===== src/rtl/uart_time_pkg.sv =====
// Shared constants, FSM encodings and range helper for the UART time/date setter.
package uart_time_pkg;

  localparam logic [7:0] CMD_T   = 8'h54;
  localparam logic [7:0] CMD_D   = 8'h44;
  localparam logic [7:0] CR      = 8'h0D;
  localparam logic [7:0] DIGIT_0 = 8'h30;
  localparam logic [7:0] DIGIT_9 = 8'h39;

  localparam logic [3:0] TIME_DIGITS = 4'd6;
  localparam logic [3:0] DATE_DIGITS = 4'd8;

  // Reset date 01-01-2000 as BCD ddmmccyy, most significant digit first.
  localparam logic [31:0] RST_DATE = 32'h0101_2000;

  typedef enum logic [2:0] {
    RxIdle,
    RxStart,
    RxData,
    RxParity,
    RxStop
  } rx_state_e;

  typedef enum logic [1:0] {
    PIdle,
    PTime,
    PDate
  } parse_state_e;

  function automatic logic in_range(input logic [3:0] tens, input logic [3:0] ones,
                                    input int lo, input int hi);
    int v;
    v = 10 * int'(tens) + int'(ones);
    return (v >= lo) && (v <= hi);
  endfunction

endpackage


===== src/rtl/uart_rx_byte.sv =====
// 2-flop synchroniser plus UART byte receiver (8N1; 8E1 when UART_PARITY_EN is defined).
module uart_rx_byte
  import uart_time_pkg::*;
#(
  parameter int unsigned CLKS_PER_BIT = 868
) (
  input  logic       clk_100MHz,
  input  logic       reset,
  input  logic       rx,
  output logic [7:0] data,
  output logic       byte_valid,
  output logic       frame_err
);

  localparam int unsigned CntW = (CLKS_PER_BIT > 2) ? $clog2(CLKS_PER_BIT) : 1;
  localparam logic [CntW-1:0] BitLast  = CntW'(CLKS_PER_BIT - 1);
  localparam logic [CntW-1:0] HalfLast = CntW'(CLKS_PER_BIT / 2 - 1);

  logic            rx_meta_q, rx_sync_q;
  rx_state_e       state_q, state_d;
  logic [CntW-1:0] cnt_q, cnt_d;
  logic [2:0]      bit_q, bit_d;
  logic [7:0]      shift_q, shift_d;
  logic            valid_q, valid_d;
  logic            ferr_q, ferr_d;
  logic            par_ok;

`ifdef UART_PARITY_EN
  logic par_ok_q, par_ok_d;
  assign par_ok = par_ok_q;
`else
  assign par_ok = 1'b1;
`endif

  always_comb begin
    state_d = state_q;
    cnt_d   = cnt_q + 1'b1;
    bit_d   = bit_q;
    shift_d = shift_q;
    valid_d = 1'b0;
    ferr_d  = 1'b0;
`ifdef UART_PARITY_EN
    par_ok_d = par_ok_q;
`endif
    case (state_q)
      RxIdle: begin
        cnt_d = '0;
        if (!rx_sync_q) state_d = RxStart;
      end
      RxStart: begin
        if (cnt_q == HalfLast) begin
          cnt_d   = '0;
          bit_d   = '0;
          state_d = rx_sync_q ? RxIdle : RxData;
        end
      end
      RxData: begin
        if (cnt_q == BitLast) begin
          cnt_d   = '0;
          shift_d = {rx_sync_q, shift_q[7:1]};
          bit_d   = bit_q + 3'd1;
          if (bit_q == 3'd7) begin
`ifdef UART_PARITY_EN
            state_d = RxParity;
`else
            state_d = RxStop;
`endif
          end
        end
      end
`ifdef UART_PARITY_EN
      RxParity: begin
        if (cnt_q == BitLast) begin
          cnt_d    = '0;
          par_ok_d = ~(^{rx_sync_q, shift_q});
          state_d  = RxStop;
        end
      end
`endif
      RxStop: begin
        if (cnt_q == BitLast) begin
          cnt_d   = '0;
          state_d = RxIdle;
          if (rx_sync_q && par_ok) valid_d = 1'b1;
          else                     ferr_d  = 1'b1;
        end
      end
      default: state_d = RxIdle;
    endcase
  end

  always_ff @(posedge clk_100MHz) begin
    if (reset) begin
      rx_meta_q <= 1'b1;
      rx_sync_q <= 1'b1;
      state_q   <= RxIdle;
      cnt_q     <= '0;
      bit_q     <= '0;
      shift_q   <= '0;
      valid_q   <= 1'b0;
      ferr_q    <= 1'b0;
`ifdef UART_PARITY_EN
      par_ok_q  <= 1'b1;
`endif
    end else begin
      rx_meta_q <= rx;
      rx_sync_q <= rx_meta_q;
      state_q   <= state_d;
      cnt_q     <= cnt_d;
      bit_q     <= bit_d;
      shift_q   <= shift_d;
      valid_q   <= valid_d;
      ferr_q    <= ferr_d;
`ifdef UART_PARITY_EN
      par_ok_q  <= par_ok_d;
`endif
    end
  end

  assign data       = shift_q;
  assign byte_valid = valid_q;
  assign frame_err  = ferr_q;

endmodule


===== src/rtl/uart_time_set_rx.sv =====
// Parses "Thhmmss<CR>" / "Dddmmccyy<CR>" from UART and commits BCD time/date digits.
// Define UART_PARITY_EN for 8E1 framing (handled in uart_rx_byte).
module uart_time_set_rx
  import uart_time_pkg::*;
#(
  parameter int unsigned CLK_HZ = 100000000,
  parameter int unsigned BAUD   = 115200
) (
  input  logic       clk_100MHz,
  input  logic       reset,
  input  logic       rx,
  output logic [3:0] hr_10s,
  output logic [3:0] hr_1s,
  output logic [3:0] min_10s,
  output logic [3:0] min_1s,
  output logic [3:0] sec_10s,
  output logic [3:0] sec_1s,
  output logic [3:0] d_10s,
  output logic [3:0] d_1s,
  output logic [3:0] m_10s,
  output logic [3:0] m_1s,
  output logic [3:0] c_10s,
  output logic [3:0] c_1s,
  output logic [3:0] y_10s,
  output logic [3:0] y_1s,
  output logic       set_time,
  output logic       set_date,
  output logic       cmd_err,
  output logic       frame_err
);

  localparam int unsigned CLKS_PER_BIT = CLK_HZ / BAUD;

  logic [7:0] rx_data;
  logic       rx_valid, rx_ferr;

  uart_rx_byte #(
    .CLKS_PER_BIT(CLKS_PER_BIT)
  ) u_rx (
    .clk_100MHz(clk_100MHz),
    .reset     (reset),
    .rx        (rx),
    .data      (rx_data),
    .byte_valid(rx_valid),
    .frame_err (rx_ferr)
  );

  parse_state_e pstate_q, pstate_d;
  logic [3:0]   idx_q, idx_d;
  logic [3:0]   shadow_q [8];
  logic [3:0]   shadow_d [8];
  logic [3:0]   time_q [6];
  logic [3:0]   time_d [6];
  logic [3:0]   date_q [8];
  logic [3:0]   date_d [8];
  logic         set_time_q, set_time_d;
  logic         set_date_q, set_date_d;
  logic         cmd_err_q, cmd_err_d;

  logic       is_digit, is_cmd, time_ok, date_ok, field_ok;
  logic [3:0] digit_max;

  assign is_digit  = (rx_data >= DIGIT_0) && (rx_data <= DIGIT_9);
  assign is_cmd    = (rx_data == CMD_T) || (rx_data == CMD_D);
  assign digit_max = (pstate_q == PTime) ? TIME_DIGITS : DATE_DIGITS;

  assign time_ok = in_range(shadow_q[0], shadow_q[1], 0, 23) &&
                   in_range(shadow_q[2], shadow_q[3], 0, 59) &&
                   in_range(shadow_q[4], shadow_q[5], 0, 59);
  // Day is not checked against month; the calendar owns that.
  assign date_ok = in_range(shadow_q[0], shadow_q[1], 1, 31) &&
                   in_range(shadow_q[2], shadow_q[3], 1, 12);
  assign field_ok = (pstate_q == PTime) ? time_ok : date_ok;

  always_comb begin
    pstate_d   = pstate_q;
    idx_d      = idx_q;
    shadow_d   = shadow_q;
    time_d     = time_q;
    date_d     = date_q;
    set_time_d = 1'b0;
    set_date_d = 1'b0;
    cmd_err_d  = 1'b0;
    if (rx_ferr) begin
      pstate_d = PIdle;
    end else if (rx_valid) begin
      case (pstate_q)
        PIdle: begin
          if (is_cmd) begin
            pstate_d = (rx_data == CMD_T) ? PTime : PDate;
            idx_d    = '0;
            for (int i = 0; i < 8; i++) shadow_d[i] = '0;
          end
        end
        PTime, PDate: begin
          if (is_cmd) begin
            cmd_err_d = 1'b1;
            pstate_d  = (rx_data == CMD_T) ? PTime : PDate;
            idx_d     = '0;
            for (int i = 0; i < 8; i++) shadow_d[i] = '0;
          end else if (is_digit) begin
            if (idx_q == digit_max) begin
              cmd_err_d = 1'b1;
              pstate_d  = PIdle;
            end else begin
              // ASCII '0'-'9' low nibble equals byte - 0x30.
              shadow_d[idx_q[2:0]] = rx_data[3:0];
              idx_d                = idx_q + 4'd1;
            end
          end else if (rx_data == CR) begin
            pstate_d = PIdle;
            if ((idx_q == digit_max) && field_ok) begin
              if (pstate_q == PTime) begin
                for (int i = 0; i < 6; i++) time_d[i] = shadow_q[i];
                set_time_d = 1'b1;
              end else begin
                date_d     = shadow_q;
                set_date_d = 1'b1;
              end
            end else begin
              cmd_err_d = 1'b1;
            end
          end else begin
            cmd_err_d = 1'b1;
            pstate_d  = PIdle;
          end
        end
        default: pstate_d = PIdle;
      endcase
    end
  end

  always_ff @(posedge clk_100MHz) begin
    if (reset) begin
      pstate_q   <= PIdle;
      idx_q      <= '0;
      for (int i = 0; i < 8; i++) shadow_q[i] <= '0;
      for (int i = 0; i < 6; i++) time_q[i] <= '0;
      for (int i = 0; i < 8; i++) date_q[i] <= RST_DATE[31-4*i -: 4];
      set_time_q <= 1'b0;
      set_date_q <= 1'b0;
      cmd_err_q  <= 1'b0;
    end else begin
      pstate_q   <= pstate_d;
      idx_q      <= idx_d;
      shadow_q   <= shadow_d;
      time_q     <= time_d;
      date_q     <= date_d;
      set_time_q <= set_time_d;
      set_date_q <= set_date_d;
      cmd_err_q  <= cmd_err_d;
    end
  end

  assign hr_10s  = time_q[0];
  assign hr_1s   = time_q[1];
  assign min_10s = time_q[2];
  assign min_1s  = time_q[3];
  assign sec_10s = time_q[4];
  assign sec_1s  = time_q[5];
  assign d_10s   = date_q[0];
  assign d_1s    = date_q[1];
  assign m_10s   = date_q[2];
  assign m_1s    = date_q[3];
  assign c_10s   = date_q[4];
  assign c_1s    = date_q[5];
  assign y_10s   = date_q[6];
  assign y_1s    = date_q[7];

  assign set_time  = set_time_q;
  assign set_date  = set_date_q;
  assign cmd_err   = cmd_err_q;
  assign frame_err = rx_ferr;

endmodule

===== config.mk =====
export PLATFORM = sky130hd
export DESIGN_NAME = uart_time_set_rx
export DESIGN_NICKNAME = d
export VERILOG_FILES = /design/src/rtl/uart_time_pkg.sv /design/src/rtl/uart_rx_byte.sv /design/src/rtl/uart_time_set_rx.sv
export SDC_FILE = /design/constraint.sdc
export NUM_CORES = 1
export LEC_CHECK = 0
export ABC_AREA = 1
export ABC_CLOCK_PERIOD_IN_PS = 4570
export CELL_PAD_IN_SITES_DETAIL_PLACEMENT = 1
export CELL_PAD_IN_SITES_GLOBAL_PLACEMENT = 1
export CORE_MARGIN = 3
export CORE_UTILIZATION = 30
export CTS_CLUSTER_DIAMETER = 60
export DETAILED_ROUTE_END_ITERATION = 8
export PLACE_DENSITY = 0.63
export SLEW_MARGIN = 20
export SYNTH_ARGS = -nofsm -noshare
export SYNTH_HDL_FRONTEND = slang
export SYNTH_SLANG_ARGS = --single-unit
export TNS_END_PERCENT = 20

===== constraint.sdc =====
create_clock -name clk_100MHz -period 4.57 [get_ports clk_100MHz]
set_clock_uncertainty 0.05 [all_clocks]
set_input_delay 1.1425 -clock clk_100MHz [delete_from_list [all_inputs] [get_ports clk_100MHz]]
set_output_delay 1.1425 -clock clk_100MHz [all_outputs]
set_load 0.03 [all_outputs]

==> results.json <==
{
  "status": "completed",
  "path_cells": "ha_1 -> ha_1 -> inv_1 -> fa_1 -> inv_1 -> nand3_1 -> nand3_1 -> nor2_1 -> nand2_1 -> nand2_1 -> nor2_1 -> nand2_1 -> nand2_1 -> nand4_4 -> buf_4 -> nor2_1 -> nor2_1",
  "initial_utilization": 0.3068,
  "yosys-top-cells-area": "dfxtp_1 39%, nand2_1 15%, nor2_1 9.6%",
  "hp-class": "reg2reg",
  "hold_viol_final": 0,
  "num_rows": 53,
  "tightest_slew_ns": 0.6340,
  "dp_slack_ns": 0.9086,
  "cts_buffers": 17,
  "power.density_nw_per_um2": 324.0,
  "synth_seq_cells": 125,
  "slowest_stage": "dfxtp_1",
  "ys.warnings.count": 0,
  "power.leakage_nw": 3.727,
  "cts_resized": 0,
  "crit_family": "simple AND/OR/NAND/NOR gates",
  "synthCells": 967,
  "port_buffers": 62,
  "slowest_delay_ns": 0.54,
  "wl_per_cell_um": 13.71,
  "postCtsSetupRepairBufs": 0,
  "finalWeightedCongestion": 0.8017,
  "worst-path-buf-inv": 3,
  "fillers": 2695,
  "end_kind": "flip-flop",
  "gr-usage-all-layers": 0.1586,
  "period_share": 0.7907,
  "p_seq_frac": 0.428,
  "fin_nets": 1061,
  "antenna_cells": 0,
  "internal_power_mw": 2.022,
  "grt-ovfl-total": 0,
  "required_ns": 4.83,
  "die_h_um": 152.8,
  "htreeDepth": 4,
  "setup_tns_ns": 0,
  "die_x_um": 152.8,
  "via_count": 5981,
  "slew_headroom": 0.5767,
  "crit_path_start_kind": "flip-flop",
  "core_area_um2": 21090,
  "synth_edf_count": 0,
  "vias_per_cell": 4.573,
  "fin_util": 0.3756,
  "antenna_found_initial": 0,
  "fin_crit_ns": 3.614,
  "ctsLongestPathBuffers": 2,
  "syn_to_final_growth_pct": 22.46,
  "layout_setup_ws_ns": 0.9564,
  "drc": 0,
  "final_max_slew_viol_count": 0,
  "grt_pass1_wl_mm": 30.24,
  "synth_cell_type_count": 33,
  "synthesis.area_um2": 6469,
  "dieArea_um2": 23360,
  "pwr-share-comb": 0.025,
  "synth_seq_area_share": 0.3868,
  "synth_top_flop_cell": "dfxtp_1",
  "dr.pass1.iters": 4,
  "total_power_mw": 2.567,
  "clock_latency_ns": 0.42,
  "grt_max_degree": 45,
  "grt_pass1_vias": 6117,
  "drv_cap": 0,
  "synth_nets": 1007,
  "fmax_ghz": 0.2767,
  "synth-async-reset-ratio": 0,
  "hold_buffers": 0,
  "drive_gt1_frac": 0.05131,
  "clockRootBuffer": "clkbuf_16",
  "worst_ep_arrival_time_ns": 3.87,
  "setup-violations-final": 0,
  "yosysTopAreaCell": "dfxtp_1",
  "path_max_fanout": 41,
  "place_hpwl_mm": 13.02,
  "critPathKind": "reg2reg",
  "rsz0062_at_grt": "no",
  "synth_top_area_frac": 0.3868,
  "routed_wl_mm": 17.93,
  "cts_tree": "yes",
  "switchingPower_mw": 0.5446,
  "clock_sinks": 125,
  "clockPowerShare": 0.546,
  "final_antenna_net_count": 0,
  "switching_share": 0.2122,
  "initialDrtViolationCount": 173,
  "ir_drop_mv": 0.2332,
  "io_pins": 63,
  "cts.clk_slew.worst_paths_ns": 0.06,
  "synth_area_per_cell_um2": 6.689
}
[synthesized netlist by cell type, types with 4 or more instances]
master      n
nand4_1     6
ha_1       31
inv_2       4
a21oi_1    55
nor2_1    165
nand3_1    68
nand2_1   260
o21ai_0    14
nor4_1      9
buf_2       7
nor3_1     30
dfxtp_1   125
xor2_1      7
or2_2       7
clkbuf_1   21
inv_1     125
fa_1        6
[cell usage in the layout, fill, tap and decap left out, drive strengths merged, types with 24 or more instances in the layout]
master	synthesis	final
nand3	68	68
clkbuf	21	24
ha	31	31
nor3	31	31
a21oi	55	55
clkdlybuf4s50	0	62
inv	129	130
nand2	261	261
nor2	167	167
dfxtp	125	125
[power by group through the flow]
stage	Sequential [mW]	Combinational (mW)	Clock (mW)
after global routing	1.10	0.0767	1.49
after global placement	1.12	0.0677	0
after CTS	1.10	0.0679	1.45
final	1.10	0.0652	1.40
after floorplan	1.12	0.0483	0
after detailed placement	1.12	0.0678	0
[per-layer routing]
layer,global-route usage,vias to the layer above,part of all wire
met5,0,-,0
met4,0.03946,0,0.0090
li1,-,3123,-
met3,0.03766,13,0.024
met2,0.2849,53,0.51
met1,0.1910,2792,0.46
[logic make-up (layout without fill, tap and decap cells)]
family,after synthesis,count (layout),synth area share
and+or+nand+nor,556,556,0.3607
buffers and inverters,165,231,0.1012
DFF,125,125,0.3868
AOI/OAI and AO/OA,76,76,0.06189
adders and majority gates,37,37,0.07853
xor gates and xnor gates,8,8,0.01083
[stage by stage]
| stage | area (µm²) | hold slack, ns | cells |
|---|---|---|---|
| 6_report | 7921 | 0.3594 | 1308 |
| 5_1_grt | 7921 | 0.3660 | 1308 |
| 4_1_cts | 7921 | 0.3635 | 1308 |
| 3_5_place_dp | 7320 | 0.3554 | 1277 |
| 3_3_place_gp | 7320 | 0.3459 | 1277 |
| 2_1_floorplan | 6469 | 0.3395 | 967 |
[flip-flops by register name (all words and copies together), names as in the netlist, 2 cells and up]
register and cells:
y_1s 4, c_1s 4, sec_1s 4, shadow_q 32, u_rx.bit_q 3, d_10s 4, idx_q 4, u_rx.state_q 3
pstate_q 2, min_1s 4, d_1s 4, hr_1s 4, min_10s 4, sec_10s 4, u_rx.cnt_q 10, c_10s 4
y_10s 4, m_10s 4, hr_10s 4, m_1s 4, u_rx.data 8
[worst paths after layout]
path,start,endpoint,slack [ns],depth (start not counted)
worst max-delay path,shadow_q[13],y_1s[3],0.96,17
worst min-delay path,u_rx.rx_meta_q,u_rx.rx_sync_q,0.36,1
worst max register to register,shadow_q[13],y_1s[3],0.96,17
worst min register to register,u_rx.rx_meta_q,u_rx.rx_sync_q,0.36,1
[final cells by class]
class,count,area [µm²],share of cell area
clock buffers,24,491.7,0.06208
flip-flops and latches,125,2502,0.3159
well taps,275,344.1,0.04344
inverters,132,495.5,0.06255
repair buffers,68,665.6,0.08403
clock inverters,7,110.1,0.01390
multi-input cells,677,3312,0.4181
No activity file was read; power rests on OpenSTA's default activity.
